`config.mk`:
```
export PLATFORM = sky130hd
export DESIGN_NAME = game_frame_sequencer_flat
export DESIGN_NICKNAME = d
export VERILOG_FILES = /design/src/rtl/game_frame_sequencer_pkg.sv /design/src/rtl/game_frame_sequencer_if.sv /design/src/rtl/game_frame_sequencer_frame_tick_gen.sv /design/src/rtl/game_frame_sequencer.sv /design/src/flat_wrapper.sv
export SDC_FILE = /design/constraint.sdc
export NUM_CORES = 1
export LEC_CHECK = 0
export BUFFER_PORTS_ARGS = -buffer_cell sky130_fd_sc_hd__buf_2
export CORE_UTILIZATION = 40
export DETAILED_ROUTE_END_ITERATION = 7
export SYNTH_ARGS = -nofsm -noshare
export SYNTH_HDL_FRONTEND = slang
export SYNTH_SLANG_ARGS = --single-unit
```
`constraint.sdc`:
```
create_clock -name pixel_clk -period 3.9 [get_ports pixel_clk]
set_clock_uncertainty 0.05 [all_clocks]
set_input_delay 0.195 -clock pixel_clk [delete_from_list [all_inputs] [get_ports pixel_clk]]
set_output_delay 0.195 -clock pixel_clk [all_outputs]
set_load 0.01 [all_outputs]
```
`src/rtl/game_frame_sequencer_pkg.sv`:
```
// Shared types and constants for the game frame sequencer: phase encoding,
// sequencer states, default raster limits and the phase transition rule.
package game_pkg;

  localparam int unsigned H_LAST_DEF = 799;
  localparam int unsigned V_LAST_DEF = 599;

  typedef enum logic [2:0] {
    LOGO  = 3'd0,
    IDLE  = 3'd1,
    PLAY  = 3'd2,
    PAUSE = 3'd3,
    OVER  = 3'd4
  } phase_e;

  typedef enum logic [1:0] {
    SEQ_IDLE = 2'd0,
    SEQ_REQ  = 2'd1,
    SEQ_GAP  = 2'd2
  } seq_e;

  // game_over outranks a simultaneous button edge while playing
  function automatic phase_e next_phase(input phase_e cur,
                                        input logic   btn_edge,
                                        input logic   game_over,
                                        input logic   logo_done);
    phase_e nxt;
    nxt = cur;
    case (cur)
      LOGO:    if (logo_done) nxt = IDLE;
      IDLE:    if (btn_edge) nxt = PLAY;
      PLAY: begin
        if (game_over)     nxt = OVER;
        else if (btn_edge) nxt = PAUSE;
      end
      PAUSE:   if (btn_edge) nxt = PLAY;
      OVER:    if (btn_edge) nxt = IDLE;
      default: nxt = LOGO;
    endcase
    return nxt;
  endfunction

endpackage

```
`src/rtl/game_frame_sequencer_if.sv`:
```
// Stage request/acknowledge bundle between the sequencer (master) and the
// per-frame update blocks (slave).
interface game_frame_sequencer_if #(
  parameter int unsigned NUM_STAGES = 3
);
  logic [NUM_STAGES-1:0] stage_req;
  logic [NUM_STAGES-1:0] stage_ack;

  modport master (output stage_req, input stage_ack);
  modport slave  (input stage_req, output stage_ack);
endinterface

```
`src/rtl/game_frame_sequencer_frame_tick_gen.sv`:
```
// Frame and action tick generator from the raster coordinates; shared with
// the accelerometer sampler.
module frame_tick_gen #(
  parameter int unsigned H_LAST            = 799,
  parameter int unsigned V_LAST            = 599,
  parameter int unsigned FRAMES_PER_ACTION = 2
) (
  input  logic        clk,
  input  logic        rst_n,
  input  logic [10:0] h_coord,
  input  logic [9:0]  v_coord,
  output logic        frame_tick,
  output logic        action_tick
);

  localparam logic [9:0] H_MATCH  = 10'(H_LAST);
  localparam logic [9:0] V_MATCH  = 10'(V_LAST);
  localparam logic [7:0] CNT_LAST = 8'(FRAMES_PER_ACTION - 1);

  logic       frame_tick_d, frame_tick_q;
  logic [7:0] cnt_d, cnt_q;
  logic       unused_h_msb;

  assign unused_h_msb = h_coord[10];

  always_comb begin
    frame_tick_d = (h_coord[9:0] == H_MATCH) && (v_coord == V_MATCH);
    cnt_d        = cnt_q;
    if (frame_tick_q) begin
      cnt_d = (cnt_q == CNT_LAST) ? '0 : cnt_q + 8'd1;
    end
  end

  always_ff @(posedge clk or negedge rst_n) begin
    if (!rst_n) begin
      frame_tick_q <= 1'b0;
      cnt_q        <= '0;
    end else begin
      frame_tick_q <= frame_tick_d;
      cnt_q        <= cnt_d;
    end
  end

  assign frame_tick  = frame_tick_q;
  assign action_tick = frame_tick_q && (cnt_q == '0);

endmodule

```
`src/rtl/game_frame_sequencer.sv`:
```
// Game-phase FSM plus per-action stage sequencer, driven by frame/action
// ticks derived from the pixel counters.
module game_frame_sequencer
  import game_pkg::*;
#(
  parameter int unsigned H_LAST            = H_LAST_DEF,
  parameter int unsigned V_LAST            = V_LAST_DEF,
  parameter int unsigned FRAMES_PER_ACTION = 2,
  parameter int unsigned LOGO_FRAMES       = 180,
  parameter int unsigned NUM_STAGES        = 3
) (
  input  logic                          pixel_clk,
  input  logic                          rst_n,
  input  logic [10:0]                   h_coord,
  input  logic [9:0]                    v_coord,
  input  logic                          button_c,
  input  logic                          game_over_in,
  game_frame_sequencer_if.master        stg,
  output phase_e                        phase,
  output logic                          logo_active,
  output logic                          frame_tick,
  output logic                          action_tick,
  output logic                          game_reset,
  output logic                          overrun
);

  localparam int unsigned    LW        = $clog2(LOGO_FRAMES + 1);
  localparam logic [LW-1:0]  LOGO_LAST = LW'(LOGO_FRAMES - 1);
  localparam logic [LW-1:0]  LOGO_SAT  = LW'(LOGO_FRAMES);
  localparam int unsigned    IW        = (NUM_STAGES > 1) ? $clog2(NUM_STAGES) : 1;
  localparam logic [IW-1:0]  IDX_LAST  = IW'(NUM_STAGES - 1);

  frame_tick_gen #(
    .H_LAST            (H_LAST),
    .V_LAST            (V_LAST),
    .FRAMES_PER_ACTION (FRAMES_PER_ACTION)
  ) u_tick (
    .clk         (pixel_clk),
    .rst_n       (rst_n),
    .h_coord     (h_coord),
    .v_coord     (v_coord),
    .frame_tick  (frame_tick),
    .action_tick (action_tick)
  );

  phase_e        phase_d, phase_q;
  logic          game_reset_d, game_reset_q;
  logic [LW-1:0] logo_cnt_d, logo_cnt_q;
  logic          btn_q;
  logic          btn_edge;
  logic          logo_done;

  always_comb begin
    btn_edge     = button_c & ~btn_q;
    logo_done    = frame_tick && (logo_cnt_q == LOGO_LAST);
    phase_d      = next_phase(phase_q, btn_edge, game_over_in, logo_done);
    game_reset_d = (phase_q == IDLE) && (phase_d == PLAY);
    logo_cnt_d   = logo_cnt_q;
    if ((phase_q == LOGO) && frame_tick && (logo_cnt_q != LOGO_SAT)) begin
      logo_cnt_d = logo_cnt_q + LW'(1);
    end
  end

  always_ff @(posedge pixel_clk or negedge rst_n) begin
    if (!rst_n) begin
      phase_q      <= LOGO;
      game_reset_q <= 1'b0;
      logo_cnt_q   <= '0;
      btn_q        <= 1'b0;
    end else begin
      phase_q      <= phase_d;
      game_reset_q <= game_reset_d;
      logo_cnt_q   <= logo_cnt_d;
      btn_q        <= button_c;
    end
  end

  seq_e                  seq_d, seq_q;
  logic [IW-1:0]         idx_d, idx_q;
  logic [NUM_STAGES-1:0] req_d, req_q;
  logic                  overrun_d, overrun_q;

  // A GAP cycle follows every ack, so each stage costs ack latency + 1.
  // Once started a sequence runs to completion regardless of phase.
  always_comb begin
    seq_d     = seq_q;
    idx_d     = idx_q;
    req_d     = '0;
    overrun_d = overrun_q | (action_tick && (seq_q != SEQ_IDLE));
    case (seq_q)
      SEQ_IDLE: begin
        if (action_tick && (phase_q == PLAY)) begin
          seq_d = SEQ_REQ;
          idx_d = '0;
          req_d = NUM_STAGES'(1);
        end
      end
      SEQ_REQ: begin
        if (stg.stage_ack[idx_q]) seq_d = SEQ_GAP;
        else                      req_d = NUM_STAGES'(1) << idx_q;
      end
      SEQ_GAP: begin
        if (idx_q == IDX_LAST) begin
          seq_d = SEQ_IDLE;
        end else begin
          seq_d = SEQ_REQ;
          idx_d = idx_q + IW'(1);
          req_d = NUM_STAGES'(1) << (idx_q + IW'(1));
        end
      end
      default: seq_d = SEQ_IDLE;
    endcase
  end

  always_ff @(posedge pixel_clk or negedge rst_n) begin
    if (!rst_n) begin
      seq_q     <= SEQ_IDLE;
      idx_q     <= '0;
      req_q     <= '0;
      overrun_q <= 1'b0;
    end else begin
      seq_q     <= seq_d;
      idx_q     <= idx_d;
      req_q     <= req_d;
      overrun_q <= overrun_d;
    end
  end

  assign stg.stage_req = req_q;
  assign phase         = phase_q;
  assign logo_active   = (phase_q == LOGO);
  assign game_reset    = game_reset_q;
  assign overrun       = overrun_q;

endmodule

```
`src/flat_wrapper.sv`:
```
// flat-port wrapper written by rule: the top's interface ports become plain ports
module game_frame_sequencer_flat import game_pkg::*;
#(
  parameter int unsigned H_LAST            = H_LAST_DEF,
  parameter int unsigned V_LAST            = V_LAST_DEF,
  parameter int unsigned FRAMES_PER_ACTION = 2,
  parameter int unsigned LOGO_FRAMES       = 180,
  parameter int unsigned NUM_STAGES        = 3
)
  (pixel_clk, rst_n, h_coord, v_coord, button_c, game_over_in, phase, logo_active, frame_tick, action_tick, game_reset, overrun, stg_stage_req, stg_stage_ack);
  game_frame_sequencer_if #(.NUM_STAGES(NUM_STAGES)) stg_i ();
  input  logic pixel_clk;
  input  logic rst_n;
  input  logic [10:0] h_coord;
  input  logic [9:0] v_coord;
  input  logic button_c;
  input  logic game_over_in;
  output phase_e phase;
  output logic logo_active;
  output logic frame_tick;
  output logic action_tick;
  output logic game_reset;
  output logic overrun;
  output wire logic [$bits(stg_i.stage_req)-1:0] stg_stage_req;
  input wire logic [$bits(stg_i.stage_ack)-1:0] stg_stage_ack;
  assign stg_stage_req = stg_i.stage_req;
  assign stg_i.stage_ack = stg_stage_ack;
  game_frame_sequencer #(.H_LAST(H_LAST), .V_LAST(V_LAST), .FRAMES_PER_ACTION(FRAMES_PER_ACTION), .LOGO_FRAMES(LOGO_FRAMES), .NUM_STAGES(NUM_STAGES)) u_core (.pixel_clk(pixel_clk), .rst_n(rst_n), .h_coord(h_coord), .v_coord(v_coord), .button_c(button_c), .game_over_in(game_over_in), .stg(stg_i), .phase(phase), .logo_active(logo_active), .frame_tick(frame_tick), .action_tick(action_tick), .game_reset(game_reset), .overrun(overrun));
endmodule
```
After elaboration in Yosys (flattened, before gate mapping)
Cells that the tools add are included.

Register bits after elaboration: 30. Word-level logic and storage cells: 71. Input port bits: 28. Output and inout bits: 11.

$add $sub $neg: 3. Magnitude comparators: 1. Muxes and demuxes: 20. Reductions and logical operators: 16. Eq/ne operators: 16. Shifts and indexed selects: 2. Bitwise operators: 3.

Operators by type and width (count): $mux 3 (7); $eq 10x10->1 const B (2); $add 8x1->8 const B (2); $pmux 3 s4 (1); $eq 3x2->1 const B (3); $pmux 3 s3 (1); $eq 8x1->1 const B (1); $eq 8x8->1 const B (1); $logic_and 1x1->1 (8); $logic_not 8->1 (1); $mux 2 (4); $mux 8 (1); $ne 8x8->1 const B (1); $pmux 2 s3 (1); $shl 1x2->3 const A (2); $eq 2x2->1 const B (2); $ne 2x1->1 const B (2); $pmux 2 s2 (1); $reduce_bool 2->1 (2); $eq 3x1->1 const B (1); $eq 3x3->1 const B (1); $logic_not 3->1 (1); $lt 2x3->1 const B (1); $mux 1 (3); 11 further kinds (11).

Depth between registers and ports, before layout
Gate-level depths: netlist of run 1.

Word-level depth: 7. Gate-level depth with buffers: 5. Gate-level depth less buffers: 5.

Hierarchy
A second synthesis of run 1 with hierarchy kept.

Cell total of the unflattened synthesis: 145. Area, all modules: 1580.3 um^2.

By module, submodules not included: game_frame_sequencer (times used 1, area an instance 1064.8 um^2, seq. area each 525.5 um^2, cells each 94); frame_tick_gen (times used 1, area an instance 515.5 um^2, seq. area each 225.2 um^2, cells each 51).

Worst setup path after synthesis of run 1
OpenSTA, ideal clock, no wires.

Kind: reg2reg. Start point: register u_core.phase_q[2], in the netlist u_core.phase[2]. End point: register u_core.logo_cnt_q[1]. Setup time: 125 ps. Slack: 2397 ps. Data arrival time: 1328 ps. Required time: 3725 ps. Buffers on the path: 0. Period minus slack after synthesis: 1503 ps. Stages on the path, launching flop included: 5. Path through: dfrtp_1 nor3_4 nand2_1 a21o_1 mux2_4.

Word-level cells in the longest chain between the ends: 3.

Ends and longest elaborated chain: start, declared (line game_frame_sequencer.sv:46) `phase_e phase_d, phase_q;`; start signal, assigned (line game_frame_sequencer.sv:71) `phase_q <= phase_d;`; $logic_not 3->1; via logo_active (line flat_wrapper.sv:19) `output logic logo_active;`; $logic_and 1x1->1 (2 in a row) (line game_frame_sequencer.sv:59) `if ((phase_q == LOGO) && frame_tick && (logo_cnt_q != LOGO_SAT)) begin`; end signal, assigned (line game_frame_sequencer.sv:73) `logo_cnt_q <= logo_cnt_d;`; end, declared (line game_frame_sequencer.sv:48) `logic [LW-1:0] logo_cnt_d, logo_cnt_q;`.

The timed path passes the listed nets, and every way through them passes these cells. A chain may end at the register's enable or synchronous reset.

Worst setup path in the final report of run 1
Start point: register u_core.u_tick.cnt_q[4]. End point: output action_tick.

Word-level cells in the longest chain between the ends: 2.

Ends and longest elaborated chain: start, declared (line game_frame_sequencer_frame_tick_gen.sv:21) `logic [7:0] cnt_d, cnt_q;`; start signal, assigned (line game_frame_sequencer_frame_tick_gen.sv:40) `cnt_q <= cnt_d;`; $logic_not 8->1 (line game_frame_sequencer_frame_tick_gen.sv:45) `assign action_tick = frame_tick_q && (cnt_q == '0);`; $logic_and 1x1->1 (line game_frame_sequencer_frame_tick_gen.sv:45); end, declared (line flat_wrapper.sv:21) `output logic action_tick;`.

No other way between the ends.

==> impl_metrics.ini, run 1 <==
[floorplan]
initial_core_util_pct = 43.0
die_w_um = 65.7
rows = 22
top_level_ports = 39
coreArea_um2 = 3770
die_h_um = 65.7
die-area_um2 = 4320

[global_routing]
grt_pass1_vias = 1167
antenna_found_initial = 0
grt_max_degree = 31
grtUsageTotal_pct = 16.2
grt_pass1_wl_um = 5160
grt_overflow_total = 0

[yosys]
synth.area.top_cells = dfrtp_1 46%, ha_1 8.5%, xnor2_1 3.2%
ys_ff_latch = 30
postSynthNetCount = 187
synth_edf_count = 0
synth-main-ff-cell = dfrtp_1
synth_cell_types = 40
netlist_area_um2 = 1620
ys_warn_count = 0
synth_top_area_share_pct = 46.3
ys_seq_area_share_pct = 46.3
synth_commonest_cells = 30 x dfrtp_1, 12 x nor2_1, 11 x ha_1
synth.most_common_cell = dfrtp_1
ys_async_sr_fraction_pct = 100
synth_top_area_cell = dfrtp_1
syn-mean-instance-area_um2 = 11.0
netlist_instances = 148

[power_and_ir_drop]
seqPwrFrac_pct = 47.7
power.switching_uw = 234
p_leak_nw = 0.946
combPwrFrac_pct = 23.0
ir_worst_vdd_v = 0.000155
sw_frac_of_total_pct = 29.9
intPower_uw = 548
power.total_uw = 783
p_per_area_nw_per_um2 = 399
clockPowerShare_pct = 29.3

[final_layout]
n_antenna_cell = 0
final_util_pct = 52.0
area_growth_pct = 20.7
drive_gt1_share_pct = 29.0
layout.nets = 232
fin_cells = 241

[place]
gp_congestion = 0.760
io_buffers = 37
hpwl_um = 2230
dp.cells = 232

[worst_setup_path]
cp_data_required_time_ns = 3.65
endpoint_kind = output pin
reg2reg_depth = 4
critical_path_class = flop to output pin
arrival_ns = 1.53
crit_fanout = 5
start_kind = flop

[routing]
final_antenna_net_count = 0
num_vias = 1232
wl_um = 3010
dr.pass1.iters = 4
drc = 0
drt-wirelength-per-cell_um = 12.5
drt_iter0_drc = 70
routed_via_density = 5.11

[sta]
slew_headroom_pct = 55.6
setup_tns_ns = 0
tightest_slew_ns = 0.666
final_hold_viol_count = 0
fin_crit_ns = 1.78
max_freq_mhz = 563
finalMaxSlewViolations = 0
finalCritPeriodShare_pct = 45.5
setup_viol_count_final = 0
grt_setup_unrepaired = no

[clock_tree]
cts_sinks = 30
ctsLongestPathBuffers = 2
cts-htree-levels = 2
cts_tree = done
cts_hold_buf = 2
cts_buffers = 5
postCtsSetupRepairBufs = 0
clk_pin_slew_ns = 0.06
clock_latency_ns = 0.28
clockRootBuffer = clkbuf_8
post_cts_resize_count = 0

[min_path]
hold_class = input pin to flop
hold_depth = 3

[job]
max_cap_viol_count = 0

[status]
status = completed
-- registers in the layout, summed over array words and instances (netlist names) --
signal and flops:
u_core.btn_q 1, u_core.game_reset 1, u_core.idx_q 2, u_core.logo_cnt_q 8, u_core.overrun 1, u_core.phase 3
u_core.seq_q 2, u_core.stg.stage_req 3, u_core.u_tick.cnt_q 8, u_core.u_tick.frame_tick 1
-- power by group through the flow --
stage               Combinational, mW  Clock [mW]  Sequential [mW]
floorplan                       0.123           0            0.379
global placement                0.173           0            0.377
detailed placement              0.181           0            0.379
CTS                             0.182       0.241            0.373
global route                    0.206       0.254            0.379
finish                          0.180       0.229            0.373
-- final cells by class --
| class | count | area, µm² |
|---|---|---|
| fill | 354 | 1810 |
| multi-input combinational | 109 | 837 |
| sequential | 30 | 751 |
| timing repair buffer | 39 | 205 |
| clock buffer | 7 | 76.3 |
| tap | 48 | 60.1 |
| inverter | 8 | 30.0 |
-- worst max-delay path: stages (launching register included) --
cell and delay, ns:
dfrtp_1 0.43, nor4_4 0.33, nand4_1 0.23, inv_1 0.12
buf_2 0.13
-- kinds of logic after synthesis --
| logic type | count (synthesis) | share of synthesized area [%] |
|---|---|---|
| AO/OA/AOI/OAI | 20 | 10.2 |
| XOR/XNOR | 10 | 5.40 |
| adder cells (fa/ha/maj) | 11 | 8.48 |
| buffers and inverters | 9 | 2.16 |
| flip-flops | 30 | 46.3 |
| multiplexers | 4 | 3.08 |
| AND/OR/NAND/NOR | 64 | 24.4 |
-- cells in the final DEF, fill, tap and decap left out, types with 2 or more instances in the layout --
cell	netlist	routed
dfrtp_1	30	30
clkbuf_1	0	2
nand2b_1	4	4
o21ai_0	4	4
xor2_1	4	4
xnor2_1	6	6
mux2i_1	2	2
nand4_1	5	5
inv_1	8	8
buf_2	1	37
nand3b_1	2	2
mux2_4	2	2
nor4bb_1	2	2
nor2_1	12	12
nand3_1	8	8
nor3_1	4	4
nand3_2	2	2
clkbuf_8	0	5
ha_1	11	11
nand2_1	9	9
nor2b_1	3	3
or3_1	2	2
and4_1	2	2
dlygate4sd3_1	0	2
a22oi_2	2	2
a21oi_1	6	6
-- metrics by stage --
step	hold WS (ns)	worst slack [ns]	area, µm²
3_3_place_gp	0.213	2.34	1860
2_1_floorplan	-0.151	2.40	1620
3_5_place_dp	0.220	2.29	1860
5_1_grt	0.142	2.01	1960
4_1_cts	0.0995	2.10	1960
6_report	0.107	2.12	1960
-- final timing paths --
check                                                   start                                  to  slack (ns)
setup / recovery           u_core.u_tick.cnt_q[4]$_DFFE_PN0P_                         action_tick        2.12
hold / removal                                     h_coord[0]  u_core.u_tick.frame_tick$_DFF_PN0_        0.11
setup reg to reg           u_core.u_tick.cnt_q[4]$_DFFE_PN0P_         u_core.idx_q[1]$_DFFE_PN0P_        2.32
hold reg to reg            u_core.u_tick.cnt_q[7]$_DFFE_PN0P_  u_core.u_tick.cnt_q[7]$_DFFE_PN0P_        0.43
max in group asynchronous                               rst_n  u_core.u_tick.cnt_q[7]$_DFFE_PN0P_        2.94
min in group asynchronous                               rst_n              u_core.btn_q$_DFF_PN0_        0.43
-- routing by layer --
metal / GRT usage, % / wire, µm / up-vias
met4: 6.52 / 42 / 0
met5: 0 / 0 / -
met2: 26.4 / 1450 / 39
met3: 6.25 / 169 / 4
li1: - / - / 609
met1: 19.0 / 1350 / 580
Note: power is estimated with default switching activity, not from simulation.
==> run 2: changes to the inputs <==
clock period = 1.8 ns   (was 3.9 ns; I/O delays follow)
==> run 2 against run 1 <==
  * Power grew 130%
  * Global-route usage decreased by 0.074 points
  * Non-clock buffer count increased by 10
  * Design area rose by 5.2%
  * Sequential power increased by 120%
  * First-iteration DRC count down 13%
  * Count of clock-buffer cells in the layout unchanged
  * Clock power increased by 140%
  * Combinational power is 120% higher
==> impl_metrics.ini, run 2 (synthesized netlist as in run 1, its figures left out) <==
[clock_tree]
clk_pin_slew_ns = 0.06
ctsLongestPathBuffers = 2
cts_sinks = 30
clockRootBuffer = clkbuf_8
clock_latency_ns = 0.28
cts_tree = done
cts-htree-levels = 2
cts_buffers = 5

[sta]
final_hold_viol_count = 0
slew_headroom_pct = 55.2
finalMaxSlewViolations = 0
max_freq_mhz = 593
fin_crit_ns = 1.69
setup_viol_count_final = 0
tightest_slew_ns = 0.672
finalCritPeriodShare_pct = 93.7
grt_setup_unrepaired = no
setup_tns_ns = 0

[final_layout]
area_growth_pct = 27.1
layout.nets = 242
final_common_cell = buf_2
final_cell_mix = 37 x buf_2, 28 x dfrtp_1, 12 x nor2_1
largestRegisters = u_core.logo_cnt_q: 8 flops, u_core.u_tick.cnt_q: 8 flops
final_util_pct = 54.7
drive_gt1_share_pct = 32.8
fin_cells = 252
n_antenna_cell = 0

[global_routing]
grt_pass1_wl_um = 5130
antenna_found_initial = 0
grtUsageTotal_pct = 16.2
grt_overflow_total = 0
grt_pass1_vias = 1182
grt_max_degree = 31

[worst_setup_path]
regToRegSetupSlack_ns = 0.22
cp.depth = 5
critPathCapture = action_tick
start_kind = flop
arrival_ns = 1.55
cpPeakStageDelay_ns = 0.43
critical_path_class = flop to output pin
r2r_start = u_core.u_tick.cnt_q[3]$_DFFE_PN0P_
critPathBufInv = 3
endpoint_kind = output pin
crit_start = u_core.u_tick.cnt_q[3]$_DFFE_PN0P_
cp_cell_sequence = nor4_4, nand4_1, buf_4, inv_2, buf_2
cp_slowest_cell = dfrtp_2
reg2reg_depth = 5
crit_fanout = 3
r2r-end = u_core.u_tick.cnt_q[4]$_DFFE_PN0P_
crit_family = simple AND/OR/NAND/NOR gates
cp_data_required_time_ns = 1.66

[power_and_ir_drop]
p_per_area_nw_per_um2 = 855
ir_worst_vdd_v = 0.000310
p_leak_nw = 0.990

[place]
io_buffers = 37
hpwl_um = 2250
gp_congestion = 0.723
dp.cells = 233

[status]
status = completed

[routing]
drc = 0
highest_layer = met4
num_vias = 1287
wl_um = 3100
drt-wirelength-per-cell_um = 12.3
dr_wl_met2_um = 1440
met3_length_um = 210
final_antenna_net_count = 0
drt_iter0_drc = 61
routed_via_density = 5.11
wl_met1_um = 1390
dr.pass1.iters = 4

[floorplan]
coreArea_um2 = 3770
die_h_um = 65.7
die_w_um = 65.7
top_level_ports = 39
rows = 22
die-area_um2 = 4320
initial_core_util_pct = 43.0

[min_path]
hold_class = input pin to flop

[job]
max_cap_viol_count = 0
[run 2: changes by cell type in the layout (fill, tap and decap cells not counted), moves of 2 or more]
cell | previous run | this run
buf_4 | 0 | 6
dfrtp_1 | 30 | 28
dfrtp_2 | 0 | 2
dlygate4sd3_1 | 2 | 6
[run 2: area by class of cell]
cell class	count	area, µm²
Multi-Input combinational cell	109	837
Clock buffer	7	86.3
Fill cell	341	1710
Clock inverter	1	5.00
Sequential cell	30	753
Tap cell	48	60.1
Inverter	8	30.0
Timing Repair Buffer	49	290
[run 2: metrics by stage]
stage	hold WS (ns)	setup slack, ns	cell area (µm²)	power [mW]
floorplan	-0.256	0.297	1620	1.09
CTS	0.0181	0.00806	2020	1.79
finish	0.0259	0.114	2060	1.76
global route	0.0245	0.000887	2060	1.87
global placement	0.110	0.300	1870	1.19
detailed placement	0.119	0.257	1870	1.21
[run 2: worst min path at each step]
stage,end,cells after the start,start
finish,u_core.u_tick.frame_tick$_DFF_PN0_,4,v_coord[3]
global route,u_core.u_tick.frame_tick$_DFF_PN0_,4,v_coord[3]
CTS,u_core.u_tick.frame_tick$_DFF_PN0_,4,v_coord[3]
detailed placement,u_core.logo_cnt_q[4]$_DFFE_PN0P_,1,rst_n
global placement,u_core.logo_cnt_q[5]$_DFFE_PN0P_,1,rst_n
floorplan,u_core.btn_q$_DFF_PN0_,0,rst_n
[run 2: repair_timing]
action,in CTS,in global routing
setup buffers,0,5
endpoints found under the setup margin,0,1
endpoints found under the hold margin,32,0
resized for setup,0,3
hold buffers,6,0
[run 2: per-layer routing]
| metal | up-vias | GRT usage [%] |
|---|---|---|
| met2 | 43 | 25.8 |
| met3 | 7 | 6.08 |
| met4 | 0 | 7.88 |
| li1 | 631 | - |
| met1 | 606 | 18.9 |
| met5 | - | 0 |
[run 2: power breakdown]
| part | switching, mW | internal, mW | total (mW) |
|---|---|---|---|
| sequential | 0.0741 | 0.738 | 0.812 |
| clock | 0.243 | 0.308 | 0.551 |
| combinational | 0.209 | 0.191 | 0.399 |
| total | 0.526 | 1.24 | 1.76 |
[run 2: worst reg2reg max path, stage by stage (launching register included)]
cell and delay [ns]:
dfrtp_2 0.43, nor4_4 0.31, buf_4 0.16, nand3_2 0.12, a21bo_1 0.21, a32o_1 0.19
